--- src/rtl/fetch_ctrl.sv ---
// -----------------------------------------------------------------------------
// fetch_ctrl
//
// Instruction fetch sequencer. It owns the program counter and arbitrates the
// single instruction-memory port between the fetch path and an external
// loader. After a taken branch/jump it inserts a fixed number of bubble cycles
// while younger in-flight instructions are killed.
//
// FSM: IDLE (one cycle after reset) -> RUN <-> FLUSH, RUN/FLUSH -> LOAD -> RUN.
//
// Parameters
//   RESET_PC      restart word address after reset and after loader release
//   FLUSH_CYCLES  bubble cycles inserted after a redirect (legal range 1..7)
//
// Ports
//   clk          in   clock, rising edge
//   rst          in   asynchronous active-high reset
//   stall        in   hazard hold request from the pipeline
//   redirect     in   taken branch/jump strobe (one cycle)
//   redirect_pc  in   [31:0] branch/jump target word address
//   ldr_req      in   loader requests the memory port (level-held)
//   ldr_gnt      out  loader currently owns the memory port
//   pc           out  [31:0] current fetch word address (registered)
//   pc_nxt       out  [31:0] pc + 1, wraps modulo 2^32
//   imem_addr    out  [9:0] fetch address into the 1024-word memory
//   imem_sel     out  memory port owner: 0 fetch, 1 loader
//   fetch_valid  out  instruction fetched this cycle is valid for decode
//   flush        out  kill younger in-flight instructions
//   state        out  [1:0] 00 IDLE, 01 RUN, 10 FLUSH, 11 LOAD
// -----------------------------------------------------------------------------
module fetch_ctrl #(
  parameter logic [31:0] RESET_PC     = 32'h0000_0000,
  parameter int          FLUSH_CYCLES = 2
) (
  input  logic        clk,
  input  logic        rst,
  input  logic        stall,
  input  logic        redirect,
  input  logic [31:0] redirect_pc,
  input  logic        ldr_req,
  output logic        ldr_gnt,
  output logic [31:0] pc,
  output logic [31:0] pc_nxt,
  output logic [9:0]  imem_addr,
  output logic        imem_sel,
  output logic        fetch_valid,
  output logic        flush,
  output logic [1:0]  state
);

  localparam logic [1:0] S_IDLE  = 2'b00;
  localparam logic [1:0] S_RUN   = 2'b01;
  localparam logic [1:0] S_FLUSH = 2'b10;
  localparam logic [1:0] S_LOAD  = 2'b11;

  // The counter is loaded with one less than the bubble count because the
  // cycle in which it reads zero is itself the last bubble.
  localparam logic [2:0] FLUSH_INIT = 3'(FLUSH_CYCLES - 1);

  logic [1:0]  state_q, state_d;
  logic [31:0] pc_q,    pc_d;
  logic [2:0]  cnt_q,   cnt_d;

  assign pc_nxt    = pc_q + 32'd1;
  assign pc        = pc_q;
  assign imem_addr = pc_q[9:0];
  assign state     = state_q;

  // The loader port is released combinationally as soon as ldr_req drops, so
  // the loader sees the grant fall in the very cycle it lets go.
  assign imem_sel  = (state_q == S_LOAD);
  assign ldr_gnt   = (state_q == S_LOAD) && ldr_req;

  always_comb begin
    // NOTE: every signal driven here gets a default first so no path through
    // the case statement leaves it unassigned and infers a latch.
    state_d     = state_q;
    pc_d        = pc_q;
    cnt_d       = cnt_q;
    fetch_valid = 1'b0;
    flush       = 1'b0;

    case (state_q)
      S_IDLE: begin
        state_d = ldr_req ? S_LOAD : S_RUN;
      end

      S_RUN: begin
        // Redirect outranks both the loader and a stall.
        if (redirect) begin
          pc_d    = redirect_pc;
          flush   = 1'b1;
          cnt_d   = FLUSH_INIT;
          state_d = S_FLUSH;
        end else if (ldr_req) begin
          state_d = S_LOAD;
        end else if (!stall) begin
          pc_d        = pc_nxt;
          fetch_valid = 1'b1;
        end
      end

      S_FLUSH: begin
        if (redirect) begin
          // A second redirect during the bubble restarts the bubble window.
          pc_d    = redirect_pc;
          flush   = 1'b1;
          cnt_d   = FLUSH_INIT;
        end else begin
          if (!stall) begin
            pc_d = pc_nxt;
          end
          // The counter runs down regardless of stall: bubbles are counted
          // in cycles, not in fetched addresses.
          if (cnt_q == 3'd0) begin
            state_d = ldr_req ? S_LOAD : S_RUN;
          end else begin
            cnt_d = cnt_q - 3'd1;
          end
        end
      end

      S_LOAD: begin
        // redirect and stall have no effect while the loader owns memory.
        if (!ldr_req) begin
          pc_d    = RESET_PC;
          state_d = S_RUN;
        end
      end

      default: begin
        state_d = S_IDLE;
      end
    endcase
  end

  // NOTE: sequential state uses non-blocking assignments so every register
  // samples its next value from the same pre-edge snapshot.
  always_ff @(posedge clk or posedge rst) begin
    if (rst) begin
      state_q <= S_IDLE;
      pc_q    <= RESET_PC;
      cnt_q   <= 3'd0;
    end else begin
      state_q <= state_d;
      pc_q    <= pc_d;
      cnt_q   <= cnt_d;
    end
  end

endmodule

--- config.mk ---
export PLATFORM = sky130hd
export DESIGN_NAME = fetch_ctrl
export DESIGN_NICKNAME = d
export VERILOG_FILES = /design/src/rtl/fetch_ctrl.sv
export SDC_FILE = /design/constraint.sdc
export NUM_CORES = 1
export LEC_CHECK = 0
export BUFFER_PORTS_ARGS = -buffer_cell sky130_fd_sc_hd__buf_4
export CAP_MARGIN = 0
export CORE_UTILIZATION = 45
export DETAILED_ROUTE_END_ITERATION = 7
export MAX_ROUTING_LAYER = met4
export PLACE_DENSITY = 0.86
export SLEW_MARGIN = 10
export SYNTH_ARGS = -nofsm -noshare
export SYNTH_HDL_FRONTEND = slang
export SYNTH_SLANG_ARGS = --single-unit
--- constraint.sdc ---
create_clock -name clk -period 6.57 [get_ports clk]
set_clock_uncertainty 0.15 [all_clocks]
set_input_delay 1.314 -clock clk [delete_from_list [all_inputs] [get_ports clk]]
set_output_delay 1.314 -clock clk [all_outputs]
set_load 0.01 [all_outputs]
**Word level (Yosys, flattened, before mapping)**

Cells that the tools add are included.

- $add $sub $neg: 2
- Eq/ne operators: 10
- Muxes and demuxes: 23
- Reduce and logical (&&, ||, !) cells: 9

Operator list:

| kind | number |
|---|---|
| two-way mux 32 bit | 5 |
| case mux 32 bit (3 select lines) | 1 |
| adder 32 x 1 -> 32 bit (second input constant) | 1 |
| two-way mux 2 bit | 6 |
| two-way mux 3 bit | 3 |
| inequality test 3 bit (second input constant) | 3 |
| inequality test 2 bit (second input constant) | 4 |
| case mux 2 bit (4 select lines) | 1 |
| two-way mux 1 bit | 6 |
| case mux 3 bit (2 select lines) | 1 |
| AND reduction 3 bit | 2 |
| == test 2 bit (second input constant) | 2 |
| AND reduction 4 bit | 1 |
| zero test 3 bit | 1 |
| nonzero test 3 bit | 1 |
| subtractor 3 x 1 -> 3 bit (second input constant) | 1 |
| == test 2 x 1 -> 1 bit (second input constant) | 1 |
| zero test 2 bit | 1 |
| nonzero test 2 bit | 1 |
| OR reduction 2 bit | 1 |
| logical AND 1 bit | 1 |

- Register bits: 37
- Output and inout bits: 80
- Word-level logic and storage cells: 47

**Logic depth before layout (Yosys ltp)**

Gate-level depths: netlist of the first run.

- Depth in word-level cells: 5
- Mapped depth: 9
- Depth with buffers taken out: 8

**Least setup slack after synthesis of the first run**

Ideal clock, no wire load.

- Kind: input-to-output
- From: in redirect
- To: out fetch_valid
- Arrival: 2.196 ns
- Data required time: 5.106 ns
- Path slack: 2.910 ns
- Stages on the path: 3
- Path through: clkbuf_1 clkbuf_1 nor4b_1

- Word-level cells in the longest chain between the ends: 2

RTL lines:

| element | RTL line | RTL |
|---|---|---|
| start, declared | 38 | `input logic redirect,` |
| two-way mux 1 bit | 90 | `if (redirect) begin` |
| two-way mux 1 bit | 83 | `case (state_q)` |
| end, declared | 46 | `output logic fetch_valid,` |

No other way between the ends.

**Worst setup path in the final report of the first run**

- From: reg pc_q[0], in the netlist pc[0]
- To: out pc_nxt[28]

- Word-level cells in the longest chain between the ends: 1

RTL lines:

| element | RTL line | RTL |
|---|---|---|
| start, declared | 61 | `logic [31:0] pc_q, pc_d;` |
| start signal, assigned | 146 | `pc_q <= pc_d;` |
| adder 32 x 1 -> 32 bit | 64 | `assign pc_nxt = pc_q + 32'd1;` |
| end, declared | 43 | `output logic [31:0] pc_nxt,` |

No other way between the ends.

==> results by group, run 1 <==
Synth
  • Sequential-to-total area share from yosys stat: 31.1%
  • Simple-Gate Fraction of Synth Area: 28.1%
  • Syn Area/Cell: 7.95 um^2
  • Mapped Nets: 418
  • Post-Syn Instances: 374
  • Number of synthesis warnings: 0
  • Largest family of logic cells by synthesized area: simple AND/OR/NAND/NOR gates
  • Main flop type after synthesis: dfrtp_1
  • Mapped cell area: 2970 um^2
  • EDFF count, synth: 0
  • Multiplexer area fraction after synthesis: 2.06%
  • Post-synth cell types: 54
  • Post-Synth XOR/XNOR Area: 7.95%
  • Compound-Gate Fraction of Synth Area: 19.4%
  • Asr flop ratio synth: 100%
  • FF+latch count, synth: 37
  • Adder-Cell Fraction of Synth Area: 2.95%

Floorplanning
  • Site Rows: 29
  • Initial core utilization: 46.8%
  • Placeable core area: 6350 um^2
  • Die area: 6940 um^2
  • Die Wd: 83.3 um
  • Io pins: 117
  • Die Y: 83.3 um

Setup path
  • Startpoint Class: flop
  • WP data arrival: 2.55 ns
  • CP max stage delay: 0.58 ns
  • Cell family with most CP delay: simple AND/OR/NAND/NOR gates
  • Worst Path Buf+Inv: 1
  • Crit. End Element: output pin
  • Crit-path slowest cell: nor4_4
  • CP Class: flop to output pin
  • Max FO, Critical Path: 8
  • Cell Chain, Critical Path: ha_1 -> nand4_4 -> nor4_4 -> nand4_1 -> xnor2_1 -> buf_4
  • Crit path required time: 5.11 ns

Pwr
  • Int Pwr: 890 uW
  • Maximum vdd drop: 0.219 mV
  • Comb power frac: 58.3%
  • Sw Pwr: 781 uW
  • Switching portion of total power: 46.7%
  • PwrDens: 427 nW/um^2
  • Static leakage: 1.85 nW
  • Clock Power Share: 10.9%
  • Sequential Power Share: 30.8%

Global routing
  • Largest net degree at the start of global routing: 43
  • Total gr overflow: 0
  • GR peak layer: met2
  • Vias in the first global route: 3087
  • Initial antenna violation count: 0
  • Met2 Track Usage GR: 45.9%
  • GR Util All Layers: 27.0%
  • First-pass GRT wire length: 14900 um
  • Met1 usage: 33.3%
  • Met3 usage: 3.98%

Drt
  • Vias/cell: 5.98
  • DRT iter0 DRCs: 395
  • Via count: 3275
  • Router iterations before antenna repair: 6
  • Final wirelength: 9020 um
  • Residual DRC count: 0
  • Wirelength per Cell: 16.5 um
  • Final ANT Viol Nets: 0

Job
  • Max Cap Viol: 0

Final layout
  • Layout Utilization: 61.5%
  • Commonest non-fill, non-tap cell in the layout: buf_4
  • Multi-input logic area: 1800 um^2
  • Layout cells sized above 1: 28.7%
  • # diodes: 0
  • Post-Layout Inst Area: 3910 um^2
  • Most frequent cells in the layout: 119 x buf_4, 45 x nand2_1, 37 x dfrtp_1
  • Nets: 514
  • Area Overhead vs Synth: 31.4%
  • FF+latch area: 926 um^2
  • Fillers: 558

Timing
  • Pins Over Slew Limit: 0
  • Setup Viol. Count Final: 0
  • Achievable Freq: 0.249 GHz
  • Tcrit/Tclk final: 61.2%
  • Tmin final: 4.02 ns
  • Slew @ Worst Pin: 0.997 ns
  • Final hold vios: 0
  • Slew margin rel.: 33.3%
  • Unrepaired setup endpoints after global routing: no
  • Total Neg Setup Slack: 0 ns

Clock tree
  • Clock Pin Slew Worst Setup and Hold Paths: 0.08 ns
  • Setup bufs post-CTS: 0
  • Maximum clock insertion buffer count: 2
  • Clk sink count: 37
  • CTS HTree Levels: 2
  • CTS tree: built
  • CTS Buf Count: 5
  • CTS Hold Buffers Added: 0
  • Worst-skew pair later-pin latency: 0.29 ns
  • CTS resizes: 0
  • Clock Root Buffer: clkbuf_8

Min path
  • Hold Path Class: flop to flop

Placed design
  • IO Port Bufs: 116
  • RD Place Congestion: 0.877
  • Final HPWL DP: 6500 um
  • Placed cell area: 3810 um^2

Status
  • Outcome: completed
-- metrics by stage --
| step | cells | hold slack [ns] | total power, mW | setup WS [ns] |
|---|---|---|---|---|
| 2_1_floorplan | 374 | 0.322 | 1.04 | 2.91 |
| 3_3_place_gp | 540 | 0.340 | 1.45 | 3.02 |
| 3_5_place_dp | 540 | 0.366 | 1.48 | 2.94 |
| 4_1_cts | 548 | 0.382 | 1.66 | 2.59 |
| 5_1_grt | 548 | 0.407 | 1.79 | 2.39 |
| 6_report | 548 | 0.374 | 1.67 | 2.55 |
-- synth_stat cells (all sizes together), types with 4 or more instances --
cell | count | share of area [%]
nand2 | 45 | 5.7
dfrtp | 37 | 31
o21ai | 29 | 4.9
inv | 25 | 3.2
nor2 | 24 | 3.0
xnor2 | 21 | 6.2
a21oi | 20 | 3.4
nand4 | 18 | 4.3
buf | 16 | 3.5
clkbuf | 14 | 1.8
nand3 | 14 | 2.7
and3 | 8 | 1.7
nor4 | 8 | 2.4
ha | 7 | 2.9
o31a | 7 | 2.1
and4 | 6 | 1.8
xor2 | 6 | 1.8
and2 | 5 | 1.1
mux2i | 5 | 1.7
nand2b | 5 | 1.1
nor3 | 5 | 1.4
or3 | 5 | 1.1
a22oi | 4 | 1.0
a31oi | 4 | 0.84
o211ai | 4 | 1.0
o22ai | 4 | 0.84
-- routing by layer --
layer	share of wire, %	up-vias
met4	1.4	0
met3	7.8	18
met2	50	181
met5	0	-
met1	41	1556
li1	-	1520
-- worst paths after layout --
path / start / end / slack [ns] / cells past startpoint
setup reg to reg: state[1]$_DFFE_PP0P_ / pc[22]$_DFFE_PP0P_ / 3.71 / 8
max in group asynchronous: rst / pc[18]$_DFFE_PP0P_ / 4.93 / 3
hold reg to reg: cnt_q[2]$_DFFE_PP0P_ / cnt_q[2]$_DFFE_PP0P_ / 0.37 / 2
setup / recovery: pc[0]$_DFFE_PP0P_ / pc_nxt[28] / 2.55 / 6
min in group asynchronous: rst / pc[24]$_DFFE_PP0P_ / 0.98 / 3
hold / removal: cnt_q[2]$_DFFE_PP0P_ / cnt_q[2]$_DFFE_PP0P_ / 0.37 / 2
-- worst reg2reg max path, stage by stage (launching register included) --
cell and delay, ns:
dfrtp_1 0.44, inv_1 0.09, ha_1 0.32, a21oi_1 0.25
o21ai_0 0.11, buf_4 0.21, nor2_1 0.77, nand4_1 0.22
o211ai_1 0.22
-- registers in the layout, indices dropped and copies added, names as in the netlist --
register  count
cnt_q         3
pc           32
state         2
-- power groups by stage --
stage / sequential [mW] / combinational (mW) / clock [mW]
after floorplan: 0.495 / 0.540 / 0
after global placement: 0.503 / 0.948 / 0
after detailed placement: 0.512 / 0.968 / 0
after CTS: 0.508 / 0.974 / 0.182
after global routing: 0.534 / 1.06 / 0.193
final: 0.515 / 0.974 / 0.182
-- logic make-up after synthesis --
family          after synthesis
fa+ha+maj                     7
flops                        37
xor+xnor                     27
buf+inv                      55
mux                           6
compound gates               91
simple gates                151
-- final cells by class --
class / count / area share, %
Multi-Input combinational cell: 282 / 46.0
Sequential cell: 37 / 23.7
Timing Repair Buffer: 119 / 22.9
Clock buffer: 7 / 2.47
Tap cell: 77 / 2.47
Inverter: 25 / 2.40
Clock inverter: 1 / 0.128
No activity file was read; power rests on OpenSTA's default activity.
==> run 2: changes to the inputs <==
clock period = 3.7 ns   (was 6.57 ns; I/O delays follow)
==> run 2 against run 1 <==
Compared with the run above:
- non-clock buffer count increased by 3
- register-to-register slack got worse by 2.8 ns
- combinational power increased by 79%
- routed wire length decreased by 0.40%
- sequential share of layout area about the same
- design area about the same
- clock-buffer cell count decreased by 1
- largest cell class unchanged
- clock power increased by 56%
- total power increased by 75%
- global-route usage decreased by 0.67 points
- critical path type unchanged
- core utilization increased by 0.059 points
==> results by group, run 2 (synthesized netlist as in run 1, its figures left out) <==
Timing
  • Achievable Freq: 0.289 GHz
  • Total Neg Setup Slack: 0 ns
  • Tcrit/Tclk final: 93.4%
  • Pins Over Slew Limit: 0
  • Smallest hold slack: 0.363 ns
  • Tmin final: 3.45 ns
  • Setup ws final: 0.245 ns
  • Slew @ Worst Pin: 0.762 ns
  • Final hold vios: 0
  • Unrepaired setup endpoints after global routing: no
  • Setup Viol. Count Final: 0
  • Slew margin rel.: 49.1%

Clock tree
  • Setup bufs post-CTS: 0
  • Clock Root Buffer: clkbuf_8
  • CTS tree: built
  • CTS resizes: 0
  • Clk sink count: 37
  • Maximum clock insertion buffer count: 2
  • Clock Pin Slew Worst Setup and Hold Paths: 0.08 ns
  • Worst-skew pair later-pin latency: 0.29 ns
  • CTS Hold Buffers Added: 0
  • CTS HTree Levels: 2
  • CTS Buf Count: 5

Global routing
  • Total gr overflow: 0
  • Largest net degree at the start of global routing: 43
  • First-pass GRT wire length: 14600 um
  • GR Util All Layers: 26.3%
  • Initial antenna violation count: 0
  • Vias in the first global route: 3107

Job
  • Max Cap Viol: 0

Floorplanning
  • Placeable core area: 6350 um^2
  • Die Y: 83.3 um
  • Die area: 6940 um^2
  • Initial core utilization: 46.8%
  • Io pins: 117
  • Site Rows: 29
  • Die Wd: 83.3 um

Drt
  • Vias/cell: 5.93
  • DRT iter0 DRCs: 305
  • Final ANT Viol Nets: 0
  • Via count: 3267
  • Wirelength per Cell: 16.3 um
  • Final wirelength: 8980 um
  • Router iterations before antenna repair: 5
  • Residual DRC count: 0

Setup path
  • WP data arrival: 2.56 ns
  • CP Class: flop to output pin
  • Max FO, Critical Path: 8
  • Startpoint Class: flop
  • Crit path required time: 2.81 ns
  • Crit. End Element: output pin

Pwr
  • Maximum vdd drop: 0.435 mV
  • Static leakage: 1.85 nW
  • PwrDens: 749 nW/um^2

Placed design
  • IO Port Bufs: 116
  • Final HPWL DP: 6590 um
  • Pre-CTS setup slack: 0.630 ns
  • RD Place Congestion: 0.875

Final layout
  • Layout Utilization: 61.6%
  • Most frequent cells in the layout: 122 x buf_4, 45 x nand2_1, 37 x dfrtp_1
  • Layout cells sized above 1: 28.9%
  • Multi-input logic area: 1800 um^2
  • Nets: 517
  • Area Overhead vs Synth: 31.6%
  • FF+latch area: 926 um^2
  • Commonest non-fill, non-tap cell in the layout: buf_4
  • Fillers: 552
  • # diodes: 0
  • Max FFs per register: 32

Min path
  • Hold Path Class: flop to flop

Status
  • Outcome: completed
[run 2: cell count changes in the layout (fill, tap and decap cells not counted)]
cell      before  now
clkbuf_8       7    5
clkinv_2       1    2
buf_4        119  122
clkbuf_1       0    1
[run 2: routing by layer]
| metal | share of wire (%) | track usage, % | vias to the layer above | routed length, um |
|---|---|---|---|---|
| li1 | - | - | 1528 | - |
| met1 | 42 | 33.0 | 1557 | 3770 |
| met2 | 48 | 43.6 | 161 | 4350 |
| met3 | 7.6 | 3.78 | 21 | 680 |
| met4 | 2.0 | 8.93 | 0 | 177 |
| met5 | 0 | - | - | 0 |
[run 2: area by class of cell]
cell class	count	share of cell area (%)
repair buffers	122	23.4
inverters	25	2.40
flip-flops and latches	37	23.7
clock buffers	6	1.86
multi-input cells	282	45.9
clock inverters	2	0.256
well taps	77	2.46
[run 2: where the power goes]
group          total, mW  internal, mW  switching (mW)  leakage, nW
registers          0.908         0.576           0.332        0.476
clock network      0.284         0.131           0.153       0.0450
logic               1.74         0.842           0.895         1.33
[run 2: worst max-delay path: stages (launching register included)]
cell,delay [ns]
dfrtp_1,0.47
ha_1,0.35
nand4_4,0.18
nor4_4,0.61
nand4_1,0.29
xnor2_1,0.23
buf_4,0.14
[run 2: path summary, 6_finish.rpt]
kind                                      start              endpoint  slack, ns  cells after the start
min                        cnt_q[2]$_DFFE_PP0P_  cnt_q[2]$_DFFE_PP0P_       0.36                      2
max                           pc[0]$_DFFE_PP0P_            pc_nxt[26]       0.25                      6
max in group asynchronous                   rst    pc[12]$_DFFE_PP0P_       2.62                      3
min reg2reg                cnt_q[2]$_DFFE_PP0P_  cnt_q[2]$_DFFE_PP0P_       0.36                      2
min in group asynchronous                   rst    pc[23]$_DFFE_PP0P_       0.40                      3
max reg2reg                state[1]$_DFFE_PP0P_    pc[28]$_DFFE_PP0P_       0.88                      6
[run 2: stage by stage]
| step | instance area, um^2 | total power, mW | std cells |
|---|---|---|---|
| 2_1_floorplan | 2970 | 1.84 | 374 |
| 3_3_place_gp | 3830 | 2.59 | 543 |
| 3_5_place_dp | 3830 | 2.65 | 543 |
| 4_1_cts | 3910 | 2.93 | 551 |
| 5_1_grt | 3910 | 3.13 | 551 |
| 6_report | 3910 | 2.93 | 551 |
==> run 3: changes to the inputs <==
CELL_PAD_IN_SITES_DETAIL_PLACEMENT = 0   (was not set)
CELL_PAD_IN_SITES_GLOBAL_PLACEMENT = 2   (was not set)
CORE_UTILIZATION = 27   (was 45)
PLACE_DENSITY = 0.79   (was 0.86)
REMOVE_ABC_BUFFERS = 1   (was not set)
==> run 3 against run 2 <==
Compared with the run above:
- clock-buffer cell count is the same
- setup slack gained 0.041 ns
- maximum frequency grew 1.2%
- routed wire length grew 11%
- highest routed layer unchanged
==> results by group, run 3 (synthesized netlist as in run 1, its figures left out) <==
Placed design
  • IO Port Bufs: 116
  • RD Place Congestion: 0.807
  • Final HPWL DP: 7250 um
  • Placed cell area: 3930 um^2

Global routing
  • Initial antenna violation count: 0
  • GR Util All Layers: 18.3%
  • Total gr overflow: 0
  • Largest net degree at the start of global routing: 38
  • First-pass GRT wire length: 16000 um
  • Vias in the first global route: 3030

Clock tree
  • CTS tree: built
  • Setup bufs post-CTS: 0
  • CTS HTree Levels: 2
  • Clock Root Buffer: clkbuf_8
  • Maximum clock insertion buffer count: 2
  • Clk sink count: 37
  • CTS Buf Count: 5
  • Clock Pin Slew Worst Setup and Hold Paths: 0.09 ns
  • Worst-skew pair later-pin latency: 0.30 ns
  • CTS Hold Buffers Added: 0
  • CTS resizes: 0

Final layout
  • Max FFs per register: 32
  • Nets: 520
  • Commonest non-fill, non-tap cell in the layout: buf_4
  • Layout Utilization: 38.1%
  • Area Overhead vs Synth: 34.8%
  • Layout cells sized above 1: 29.4%
  • # diodes: 0
  • Post-Layout Inst Area: 4010 um^2
  • Most frequent cells in the layout: 125 x buf_4, 45 x nand2_1, 37 x dfrtp_1
  • Fillers: 1127

Pwr
  • PwrDens: 739 nW/um^2
  • Maximum vdd drop: 0.322 mV
  • Static leakage: 1.87 nW
  • Design Power: 2.96 mW

Setup path
  • Cell family with most CP delay: simple AND/OR/NAND/NOR gates
  • R2R depth: 6
  • CP max stage delay: 0.55 ns
  • Max FO, Critical Path: 8
  • Crit. End Element: output pin
  • CP Depth: 6
  • Worst Path Buf+Inv: 1
  • Crit-path slowest cell: nor4_4
  • CP Class: flop to output pin
  • Cell Chain, Critical Path: ha_1 -> nand4_4 -> nor4_4 -> nand4_1 -> xnor2_1 -> buf_4
  • WP data arrival: 2.52 ns
  • Crit path required time: 2.81 ns
  • Startpoint Class: flop

Drt
  • Via count: 3161
  • DRT iter0 DRCs: 130
  • Router iterations before antenna repair: 4
  • Vias/cell: 5.16
  • Final ANT Viol Nets: 0
  • Residual DRC count: 0
  • Final wirelength: 9940 um
  • Wirelength per Cell: 16.2 um

Timing
  • Final hold vios: 0
  • Achievable Freq: 0.293 GHz
  • Pins Over Slew Limit: 0
  • Tcrit/Tclk final: 92.3%
  • Slew margin rel.: 46.1%
  • Total Neg Setup Slack: 0 ns
  • Tmin final: 3.41 ns
  • Slew @ Worst Pin: 0.807 ns
  • Setup Viol. Count Final: 0
  • Unrepaired setup endpoints after global routing: no

Status
  • Outcome: completed

Floorplanning
  • Die area: 11400 um^2
  • Die Y: 107 um
  • Io pins: 117
  • Site Rows: 37
  • Die Wd: 107 um
  • Placeable core area: 10500 um^2
  • Initial core utilization: 28.3%

Min path
  • Hold Path Class: flop to flop
  • Hold Path Cell Cnt: 2

Job
  • Max Cap Viol: 0
-- run 3: path summary, 6_finish.rpt --
kind	to	start	slack [ns]
max	pc_nxt[28]	pc[0]$_DFFE_PP0P_	0.29
min	cnt_q[1]$_DFFE_PP0P_	cnt_q[1]$_DFFE_PP0P_	0.37
max reg2reg	pc[16]$_DFFE_PP0P_	state[0]$_DFFE_PP0P_	0.95
min reg2reg	cnt_q[1]$_DFFE_PP0P_	cnt_q[1]$_DFFE_PP0P_	0.37
max in group asynchronous	pc[13]$_DFFE_PP0P_	rst	2.61
min in group asynchronous	pc[26]$_DFFE_PP0P_	rst	0.41
-- run 3: final cells by class --
type | instances | area (um^2) | area share [%]
timing repair buffer | 125 | 938 | 23.4
multi-input combinational | 282 | 1800 | 44.8
tap | 136 | 170 | 4.25
sequential | 37 | 926 | 23.1
clock buffer | 6 | 72.6 | 1.81
clock inverter | 2 | 10.0 | 0.250
inverter | 25 | 93.8 | 2.34
-- run 3: per-stage QoR --
step | worst slack (ns) | hold slack, ns | instances
detailed placement | 0.656 | 0.353 | 605
floorplan | 0.909 | 0.322 | 344
global placement | 0.686 | 0.339 | 605
finish | 0.286 | 0.369 | 613
global route | 0.0385 | 0.419 | 613
CTS | 0.305 | 0.373 | 613
-- run 3: power by group --
part	switching [mW]	leakage, nW	internal (mW)
sequential	0.338	0.476	0.576
combinational	0.900	1.35	0.851
clock	0.164	0.0450	0.131
-- run 3: metal layers --
layer / vias up / track usage, % / share of wire, %
met5: - / - / 0
met4: 0 / 4.21 / 1.1
met3: 11 / 4.19 / 5.8
met2: 112 / 28.2 / 45
met1: 1495 / 24.4 / 48
li1: 1543 / - / -
-- run 3: tightest hold or removal path: cells and delay by family, from the launching register on --
kind,cells,cell delay (ns)
AO/OA/AOI/OAI,1,0.07
flip-flops,1,0.37
AND/OR/NAND/NOR,1,0.05
